--- config.mk ---
export PLATFORM = sky130hd
export DESIGN_NAME = isq2exu_skid_buffer
export DESIGN_NICKNAME = d
export VERILOG_FILES = /design/src/rtl/isq2exu_skid_buffer_pkg.sv /design/src/rtl/isq2exu_skid_buffer.sv
export SDC_FILE = /design/constraint.sdc
export NUM_CORES = 1
export LEC_CHECK = 0
export BUFFER_PORTS_ARGS = -buffer_cell sky130_fd_sc_hd__buf_2
export CAP_MARGIN = 25
export CORE_AREA = 2 2 213 215
export DETAILED_ROUTE_END_ITERATION = 10
export DIE_AREA = 0 0 215 217
export PLACE_DENSITY = 0.74
export SKIP_CTS_REPAIR_TIMING = 1
export SYNTH_ARGS = -nofsm -noshare
export SYNTH_HDL_FRONTEND = slang
export SYNTH_SLANG_ARGS = --single-unit
--- constraint.sdc ---
create_clock -name clock -period 10.2 [get_ports clock]
set_clock_uncertainty 0.05 [all_clocks]
set_input_delay 1.53 -clock clock [delete_from_list [all_inputs] [get_ports clock]]
set_output_delay 1.53 -clock clock [all_outputs]
set_load 0.03 [all_outputs]
--- src/rtl/isq2exu_skid_buffer_pkg.sv ---
// ============================================================================
// Module      : isq2exu_skid_buffer_pkg
// Description : Backend-shared ROB id field constants and the wrap-bit age compare.
// Revision    : 1.0 - initial release
// ============================================================================
`default_nettype none

package isq2exu_skid_buffer_pkg;

    localparam int ROB_SIZE_LOG = 6;
    localparam int ROBID_HI     = 247;
    localparam int ROBID_LO     = 241;

    typedef enum logic [1:0] {
        ST_EMPTY = 2'b00,
        ST_ONE   = 2'b10,
        ST_FULL  = 2'b11
    } buf_state_e;

    // True when robid is strictly younger than flush_robid; equal ids are kept.
    function automatic logic rob_older_younger(
        input logic [ROB_SIZE_LOG:0] flush_robid,
        input logic [ROB_SIZE_LOG:0] robid
    );
        return flush_robid[ROB_SIZE_LOG] ^ robid[ROB_SIZE_LOG]
             ^ (flush_robid[ROB_SIZE_LOG-1:0] < robid[ROB_SIZE_LOG-1:0]);
    endfunction

endpackage

`default_nettype wire

--- src/rtl/isq2exu_skid_buffer.sv ---
// ============================================================================
// Module      : isq2exu_skid_buffer
// Description : Two-entry registered skid buffer from issue queue to integer EXU,
//               with in-order delivery and flush squash of younger uops.
// Revision    : 1.0 - initial release
// ============================================================================
`default_nettype none

module isq2exu_skid_buffer
    import isq2exu_skid_buffer_pkg::*;
#(
    parameter int DATA_WIDTH  = 248,
    parameter int ROBID_WIDTH = 7,
    parameter int CNT_WIDTH   = 32
) (
    input  logic                   clock,
    input  logic                   reset,
    input  logic                   in_valid,
    output logic                   in_ready,
    input  logic [DATA_WIDTH-1:0]  in_data,
    input  logic [3:0]             in_selfid,
    output logic                   out_valid,
    input  logic                   out_ready,
    output logic [DATA_WIDTH-1:0]  out_data,
    output logic [3:0]             out_selfid,
    input  logic                   flush_valid,
    input  logic [ROBID_WIDTH-1:0] flush_robid,
    output logic [CNT_WIDTH-1:0]   stall_cnt
);

    localparam logic [CNT_WIDTH-1:0] CNT_ONE = {{(CNT_WIDTH-1){1'b0}}, 1'b1};

    buf_state_e            state_q, state_d;
    logic [DATA_WIDTH-1:0] head_data_q, head_data_d;
    logic [DATA_WIDTH-1:0] skid_data_q, skid_data_d;
    logic [3:0]            head_sid_q, head_sid_d;
    logic [3:0]            skid_sid_q, skid_sid_d;
    logic [CNT_WIDTH-1:0]  stall_q;

    logic head_v, skid_v;
    logic kill_head, kill_skid;
    logic enq, deq;

    assign head_v = state_q[1];
    assign skid_v = state_q[0];

    assign kill_head = flush_valid && rob_older_younger(flush_robid, head_data_q[ROBID_HI:ROBID_LO]);
    assign kill_skid = flush_valid && rob_older_younger(flush_robid, skid_data_q[ROBID_HI:ROBID_LO]);

    assign in_ready   = !skid_v && !flush_valid;
    assign out_valid  = head_v && !kill_head;
    assign out_data   = head_data_q;
    assign out_selfid = head_sid_q;
    assign stall_cnt  = stall_q;

    assign enq = in_valid && in_ready;
    assign deq = out_valid && out_ready;

    always_comb begin
        state_d     = state_q;
        head_data_d = head_data_q;
        head_sid_d  = head_sid_q;
        skid_data_d = skid_data_q;
        skid_sid_d  = skid_sid_q;

        if (flush_valid) begin
            // The skid is always younger than the head, so a killed head empties the buffer.
            if (kill_head || !head_v) begin
                state_d = ST_EMPTY;
            end else if (deq) begin
                if (skid_v && !kill_skid) begin
                    state_d     = ST_ONE;
                    head_data_d = skid_data_q;
                    head_sid_d  = skid_sid_q;
                end else begin
                    state_d = ST_EMPTY;
                end
            end else if (skid_v && kill_skid) begin
                state_d = ST_ONE;
            end
        end else begin
            case (state_q)
                ST_EMPTY: begin
                    if (enq) begin
                        state_d     = ST_ONE;
                        head_data_d = in_data;
                        head_sid_d  = in_selfid;
                    end
                end
                ST_ONE: begin
                    if (enq && !deq) begin
                        state_d     = ST_FULL;
                        skid_data_d = in_data;
                        skid_sid_d  = in_selfid;
                    end else if (enq && deq) begin
                        head_data_d = in_data;
                        head_sid_d  = in_selfid;
                    end else if (deq) begin
                        state_d = ST_EMPTY;
                    end
                end
                ST_FULL: begin
                    if (deq) begin
                        state_d     = ST_ONE;
                        head_data_d = skid_data_q;
                        head_sid_d  = skid_sid_q;
                    end
                end
                default: state_d = ST_EMPTY;
            endcase
        end
    end

    always_ff @(posedge clock) begin
        if (reset) begin
            state_q <= ST_EMPTY;
            stall_q <= '0;
        end else begin
            state_q <= state_d;
            if (out_valid && !out_ready && (stall_q != '1)) begin
                stall_q <= stall_q + CNT_ONE;
            end
        end
    end

    // Payload registers carry no reset; they are qualified by the valid bits.
    always_ff @(posedge clock) begin
        head_data_q <= head_data_d;
        head_sid_q  <= head_sid_d;
        skid_data_q <= skid_data_d;
        skid_sid_q  <= skid_sid_d;
    end

    always_ff @(posedge clock) begin
        if (!reset) begin
            assert (!(skid_v && !head_v));
            assert (!(head_v && skid_v && kill_head && !kill_skid));
        end
    end

endmodule

`default_nettype wire

## Yosys cells after proc, flatten, opt, wreduce, memory -nomap -nowiden

Index checks and enable logic that the tools add are counted.

- Bits in latches: 0
- Memory bits (read-only): 0
- Logic and storage cells: 82
- Memories: 0
- Output and inout port bits: 286
- Register bits: 538
- Memory bits (writable): 0
- Input bits: 264

- Shifts and indexed selects: 0
- Divide/modulo/power cells: 0
- Add/sub/neg operators: 1
- Order comparisons: 2
- Reductions and logical operators: 25
- Multiplexer cells: 29
- Equal/unequal tests: 14
- Multiply operators: 0
- Bitwise logic cells: 5

Operators with widths:

| cell | count |
|---|---|
| $mux W248 | 8 |
| $pmux W248 S3 | 1 |
| $add A32 B1 Y32 const B | 1 |
| $mux W4 | 8 |
| $ne A32 B32 Y1 const B | 1 |
| $mux W2 | 10 |
| $logic_and A1 B1 Y1 | 12 |
| $lt A6 B6 Y1 | 2 |
| $ne A3 B3 Y1 const B | 4 |
| $pmux W4 S3 | 1 |
| $ne A4 B4 Y1 const B | 2 |
| $reduce_and A8 Y1 | 1 |
| $logic_not A1 Y1 | 7 |
| $pmux W2 S3 | 1 |
| $reduce_and A5 Y1 | 1 |
| $eq A2 B2 Y1 const B | 2 |
| $ne A2 B1 Y1 const B | 2 |
| $ne A2 B2 Y1 const B | 2 |
| $ne A4 B1 Y1 const B | 1 |
| $reduce_bool A4 Y1 | 1 |
| $xor A1 B1 Y1 | 4 |
| $reduce_and A3 Y1 | 1 |
| $logic_not A2 Y1 | 1 |
| $logic_or A1 B1 Y1 | 1 |
| $not A1 Y1 | 1 |

## Logic depth before layout (Yosys ltp)

Gate-level depths: netlist of run 1.

- Depth in word-level cells: 11
- Mapped depth: 9
- Mapped depth without buffers: 8

## Worst setup path before layout of run 1

Ideal clock, no wire load.

- Kind: input port to flip-flop
- Start point: input flush_robid[3]
- End point: register head_data_q[0], in the netlist out_data[0], enable pin
- Data arrival time: 8.557 ns
- Path buffers: 1
- Setup slack: 0.947 ns
- Setup time: 0.646 ns
- Cell stages on the path: 8
- Data required time: 9.504 ns
- Path through: ha_1 a211o_1 a21oi_2 o21ai_2 xnor2_4 buf_4 o211ai_1 and3_1

- Longest elaborated chain between the ends: 10
- Elaborated cells on any way between the ends: 22
- Those cells by class: order compare: 2; eq/ne: 6; bitwise: 2; reduce/logical: 12

RTL lines:

| what | RTL line | RTL |
|---|---|---|
| start: declaration | isq2exu_skid_buffer.sv:27 | `input logic [ROBID_WIDTH-1:0] flush_robid,` |
| $lt A6 B6 Y1 | isq2exu_skid_buffer_pkg.sv:26 | `^ (flush_robid[ROB_SIZE_LOG-1:0] < robid[ROB_SIZE_LOG-1:0]);` |
| $xor A1 B1 Y1 | isq2exu_skid_buffer_pkg.sv:26 |  |
| $logic_and A1 B1 Y1 | isq2exu_skid_buffer.sv:47 | `assign kill_head = flush_valid && rob_older_younger(flush_robid, head_data_q[ROBID_HI:ROBID_LO]);` |
| $logic_not A1 Y1 | isq2exu_skid_buffer.sv:51 | `assign out_valid = head_v && !kill_head;` |
| $logic_and A1 B1 Y1 | isq2exu_skid_buffer.sv:51 |  |
| $logic_and A1 B1 Y1 | isq2exu_skid_buffer.sv:57 | `assign deq = out_valid && out_ready;` |
| $logic_not A1 Y1 | isq2exu_skid_buffer.sv:91 | `if (enq && !deq) begin` |
| $logic_and A1 B1 Y1 | isq2exu_skid_buffer.sv:91 |  |
| $ne A3 B3 Y1 (no source line) | n/a |  |
| $reduce_and A8 Y1 (no source line) (*) | n/a |  |
| end signal: assignment | isq2exu_skid_buffer.sv:128 | `head_data_q <= head_data_d;` |
| end: declaration | isq2exu_skid_buffer.sv:34 | `logic [DATA_WIDTH-1:0] head_data_q, head_data_d;` |

Mark *: on every way between the ends. The rest lies on a longest branch, timed or not.
A chain may end at the register's enable or synchronous reset.

## Worst setup path in the final report of run 1

- Start point: input flush_robid[3]
- End point: output out_valid

- Longest elaborated chain between the ends: 5

RTL lines:

| what | RTL line | RTL |
|---|---|---|
| $lt A6 B6 Y1 | isq2exu_skid_buffer_pkg.sv:26 |  |
| $xor A1 B1 Y1 | isq2exu_skid_buffer_pkg.sv:26 |  |
| $logic_and A1 B1 Y1 | isq2exu_skid_buffer.sv:47 |  |
| $logic_not A1 Y1 | isq2exu_skid_buffer.sv:51 |  |
| $logic_and A1 B1 Y1 | isq2exu_skid_buffer.sv:51 |  |
| end: declaration | isq2exu_skid_buffer.sv:22 | `output logic out_valid,` |

No other way between the ends.

==> flow_summary.yaml, run 1 <==
outcome:
  status: "completed"
placed_design:
  gp_congestion: 0.8323
  port_buffers: 549
  pre_cts_ws_ns: 4.994
  dp_cells: 2216
  dpl.hpwl_mm: 34.09
  placed_area_sq_um: 24080
pwr:
  vdd_drop_max_mv: 0.1715
  power.total_mw: 4.827
  power.leakage_nw: 9.834
  power.density_nw_per_um2: 186.0
yosys:
  synthDominantCellAreaShare: 0.7300
  ys_ff_latch: 538
  synth_cell_types: 43
  synth_area_sq_um: 20730
  syn_area_per_cell_sq_um: 18.71
  netlist_instances: 1108
  synth_top_area_cell: "edfxtp_1"
  ys_seq_area_frac: 0.7629
  yosysWarnings: 0
  synthesis.nets: 1387
  synth_area_leaders: "edfxtp_1, mux2_2, dfxtp_1, mux2_1, nor2b_1"
setup_path:
  path_class: "input pin to output port"
  path_cells: "buf_2 > ha_1 > a211o_1 > a21oi_2 > o21ai_2 > xnor2_4 > a21oi_1 > buf_2"
  critPathTopFamily: "XOR/XNOR gates"
  crit_path_start_kind: "input pin"
  rr_worst_depth: 9
  worst-endpoint-arrival_ns: 3.64
  cp-end-kind: "output port"
  timing.rr.start: "out_data[244]"
  crit_fanout: 36
  r2r_end: "out_data[73]"
  cp_slowest_stage_delay_ns: 0.77
  critical_path_required_ns: 8.62
  cp_slowest_cell: "xnor2_4"
  cp_common_cell: "buf_2"
  ff2ff_setup_slack_ns: 6.33
  worstPathBufferInverterCount: 2
drt:
  drc: 0
  vias_per_cell: 5.170
  drt_first_pass_iters: 5
  ant_nets: 0
  drt-initial-drc-count: 782
  vias: 12060
  wl_mm: 49.81
  detail_route.wl_per_cell_microns: 21.35
timing:
  finalSetupViolations: 0
  fin_tns_setup_ns: 0
  fin_ws_ns: 4.976
  hold_violations: 0
  slew_viol_final: 0
  finalWorstPathRequiredPeriod_ns: 5.224
  tightest_slew_ns: 1.242
  timing.fmax_mhz: 191.4
  slew_headroom: 0.1718
  timing.final.crit_share: 0.5122
  rsz0062_at_grt: "false"
global_routing:
  grt_max_degree: 168
  grt_usage: 0.2053
  antenna_found_initial: 26
  grt_pass1_vias: 12520
  gr-total-overflow: 0
  grt_first_pass_wirelength_mm: 72.84
hold_path:
  hold_end: "stall_cnt[1]"
  hold_class: "register to register"
  min_path_cells: 2
  worstHoldStart: "stall_cnt[1]"
finish:
  layout.nets: 1952
  area_growth_syn_to_layout_pct: 25.17
  drive_above_1_share: 0.5268
  fin_cells: 2333
  fin_area_sq_um: 25950
clock_tree:
  clk_path_buf_depth: 3
  clkTransAtPathRegs_ns: 0.05
  cts_root_buf: "clkbuf_16"
  clock-sinks: 538
  htree_levels: 2
  cts_tree: "yes"
  clock_latency_ns: 0.61
  cts_buffers: 54
floorplan:
  die_w_microns: 215
  fp-row-count: 78
  die-area_sq_um: 46660
  initial_core_util: 0.4638
  core_area_sq_um: 44700
  io_pins: 550
  dieHeight_microns: 217
job:
  cap_violations: 0
## layout by cell type (no fill, tap or decap), drive strengths merged
cell and instances:
edfxtp 504, nand3 11, bufinv 8, o21ai 7, mux2i 3, a211oi 4, xnor2 2, o41a 1
clkinvlp 3, diode 17, a2111oi 1, clkbuf 63, nor2b 32, o21a 2, and4 8, inv 14
or2 1, o211ai 2, nand4 18, buf 556, nor3 2, nand4b 1, and2b 1, mux2 278
and2 6, or3 2, nand2b 4, a31oi 3, xor2 2, a211o 2, and3 13, nor2 35
clkinv 25, a21oi 36, ha 15, nand2 17, dfxtp 34
## cells by family after synthesis
family          after synthesis  share of synthesized area
fa+ha+maj                    15                   0.009053
simple gates                151                    0.04122
compound gates               58                    0.01672
mux                         281                     0.1525
buf+inv                      61                    0.01473
xor+xnor                      4                   0.002958
flops                       538                     0.7629
## stage by stage
| stage | util | hold slack, ns |
|---|---|---|
| global placement | 0.5387 | 0.4652 |
| floorplan | - | 0.4748 |
| CTS | 0.5791 | 0.4858 |
| detailed placement | 0.5387 | 0.4752 |
| global route | 0.5803 | 0.5113 |
| finish | 0.5805 | 0.4786 |
## report_power, final
part           internal, mW  switching (mW)  leakage, nW
Sequential             2.48          0.0142         4.84
Combinational         0.130           0.190         4.13
Clock                  1.18           0.832        0.870
Total                  3.79            1.04         9.83
## Yosys cell counts
library cell and number:
and2_1 6, nor2b_1 32, nand2_1 17, and4_1 6, mux2_1 20, a211oi_1 4, mux2i_1 3, a2111oi_0 1
nand2b_1 4, nand4_4 1, xor2_2 1, nand4b_4 1, xnor2_4 1, and4_2 2, dfxtp_1 34, and3_1 13
o211ai_1 2, buf_4 4, ha_1 15, nor2_1 35, mux2_2 258, nand3_1 11, or2_2 1, xnor2_1 1
inv_1 14, and2b_1 1, xor2_1 1, edfxtp_1 504, a211o_1 2, nand4_1 17, a21oi_2 3, o21ai_1 1
o41a_1 1, buf_6 4, a31oi_1 3, o21ai_0 5, clkbuf_1 14, or3_1 2, o21ai_2 1, o21a_1 2
nor3_1 2, buf_2 25, a21oi_1 33
## worst max path at each step
stage | cells past startpoint | endpoint | slack [ns] | start
2_1_floorplan | 8 | out_data[0] | 0.95 | flush_robid[3]
3_3_place_gp | 8 | out_valid | 5.03 | flush_robid[3]
3_5_place_dp | 8 | out_valid | 4.99 | flush_robid[3]
4_1_cts | 8 | out_valid | 4.99 | flush_robid[3]
5_1_grt | 8 | out_valid | 4.82 | flush_robid[3]
6_report | 8 | out_valid | 4.98 | flush_robid[3]
## layer usage
layer / GRT usage / share of wire / up-vias
met1: 0.2327 / 0.37 / 6014
li1: - / - / 5471
met2: 0.3366 / 0.49 / 441
met5: 0 / 0.0021 / -
met4: 0.1028 / 0.040 / 20
met3: 0.08484 / 0.093 / 116
## flip-flops by register name (all words and copies together), names as in the netlist
name / count
out_data: 248
skid_data_q: 248
stall_cnt: 32
out_selfid: 4
skid_sid_q: 4
state_q: 2
## worst reg2reg max path: stages, from the launching register on
cell and delay [ns]:
edfxtp_1 0.41, inv_1 0.08, ha_1 0.24, a211o_1 0.29, a21oi_2 0.13, o21ai_2 0.10
xnor2_4 0.36, o211ai_1 0.31, and3_4 0.62, buf_4 0.83
## layout make-up
class,instances,area [sq um]
Antenna cell,17,42.54
Clock buffer,63,1385
Clock inverter,36,424.2
Fill cell,3479,18750
Inverter,14,52.55
Multi-Input combinational cell,509,4628
Sequential cell,538,15820
Tap cell,600,750.7
Timing Repair Buffer,556,2850
No activity file was read; power rests on OpenSTA's default activity.
==> inputs of run 2 (changes only) <==
- clock period: 10.2 -> 5.3 ns (I/O delays scaled with it)
==> flow_summary.yaml, run 2 (same netlist as run 1, synthesis figures left out) <==
finish:
  drive_above_1_share: 0.5282
  layout.nets: 1960
  final_common_cell: "buf_2"
  area_growth_syn_to_layout_pct: 25.06
  mostFrequentLayoutCells: "buf_2, edfxtp_1, mux2_2"
  fill_cells: 3512
global_routing:
  grt_usage: 0.2054
  grt_pass1_vias: 12550
  grt_first_pass_wirelength_mm: 73.40
  gr-total-overflow: 0
  antenna_found_initial: 21
  grt_max_degree: 134
timing:
  fin_tns_setup_ns: 0
  hold_violations: 0
  slew_headroom: 0.3368
  rsz0062_at_grt: "false"
  slew_viol_final: 0
  timing.final.crit_share: 0.7228
  timing.fmax_mhz: 261.0
  tightest_slew_ns: 0.9948
  timing.hold.ws_ns: 0.3440
  finalSetupViolations: 0
  finalWorstPathRequiredPeriod_ns: 3.831
clock_tree:
  clkTransAtPathRegs_ns: 0.06
  cts_buffers: 53
  htree_levels: 2
  clock-sinks: 538
  clk_path_buf_depth: 3
  cts_root_buf: "clkbuf_16"
  cts_tree: "yes"
  clock_latency_ns: 0.58
setup_path:
  path_class: "register to output port"
  worst-endpoint-arrival_ns: 2.99
  crit_path_start_kind: "register"
  crit_fanout: 36
  cp-end-kind: "output port"
  critical_path_required_ns: 4.45
drt:
  detail_route.wl_per_cell_microns: 21.03
  drc: 0
  drt-initial-drc-count: 968
  drt_first_pass_iters: 5
  ant_nets: 0
  vias_per_cell: 5.139
  wl_mm: 49.07
  vias: 11990
pwr:
  p_clk_frac: 0.399
  power.share.sequential: 0.532
  power_switching_mw: 1.922
  power.leakage_nw: 9.839
  p_comb_frac: 0.069
  swShare: 0.2128
  vdd_drop_max_mv: 0.2733
  power.density_nw_per_um2: 348.4
  p_int_mw: 7.110
floorplan:
  initial_core_util: 0.4638
  die-area_sq_um: 46660
  io_pins: 550
  die_w_microns: 215
  fp-row-count: 78
  dieHeight_microns: 217
  core_area_sq_um: 44700
placed_design:
  dpl.hpwl_mm: 34.03
  port_buffers: 549
  gp_congestion: 0.8641
job:
  cap_violations: 0
hold_path:
  hold_class: "input pin to register"
outcome:
  status: "completed"
[run 2: changes by cell type in the layout (fill, tap and decap cells not counted), moves of 2 or more]
cell	change
buf_12	+5
buf_4	+3
bufinv_16	-3
clkbuf_1	+3
clkinv_1	-3
clkinv_16	-2
diode_2	-5
inv_6	+3
[run 2: path summary, 6_finish.rpt]
| check | startpoint | end | slack (ns) | depth (start not counted) |
|---|---|---|---|---|
| max | out_data[244] | out_valid | 1.47 | 8 |
| min reg2reg | skid_data_q[103] | out_data[103] | 0.49 | 1 |
| max reg2reg | out_data[244] | out_data[60] | 1.89 | 9 |
| min | in_data[162] | skid_data_q[162] | 0.34 | 1 |
[run 2: layout make-up]
cell class / count / area (sq um) / area share
multi-input cells: 509 / 4628 / 0.1785
flip-flops and latches: 538 / 15820 / 0.6100
well taps: 600 / 750.7 / 0.02896
inverters: 14 / 52.55 / 0.002027
repair buffers: 565 / 3000 / 0.1157
clock inverters: 30 / 277.8 / 0.01071
clock buffers: 65 / 1371 / 0.05289
diodes: 12 / 30.03 / 0.001158
[run 2: worst max-delay path, cell delays in order, from the launching register on]
cell and delay [ns]:
edfxtp_1 0.34, inv_1 0.04, ha_1 0.31, a211o_1 0.29, a21oi_2 0.14, o21ai_2 0.10
xnor2_4 0.78, a21oi_1 0.17, buf_2 0.22
[run 2: metrics by stage]
step           total power, mW  instances  utilization  worst slack, ns  area (sq um)
6_report                 9.033       2333       0.5800            1.469         25930
5_1_grt                  9.331       2332       0.5800            1.243         25920
3_5_place_dp             5.515       2225       0.5418            1.387         24220
3_3_place_gp             5.493       2225       0.5418            1.444         24220
4_1_cts                  9.129       2320       0.5787            1.425         25870
2_1_floorplan            5.276       1108            -           0.1863         20740
[run 2: layer usage]
layer  wire, microns  part of all wire  global-route usage
met4            1934             0.039             0.08690
met5             113            0.0023                   0
met1           18700              0.38              0.2470
met2           24040              0.49              0.3361
met3            4285             0.087             0.07463
[run 2: power by group through the flow]
stage	clock network (mW)	registers (mW)	logic, mW
floorplan	0	4.99	0.283
global placement	0	4.89	0.601
detailed placement	0	4.89	0.620
CTS	3.70	4.81	0.623
global route	3.85	4.81	0.670
finish	3.61	4.81	0.621
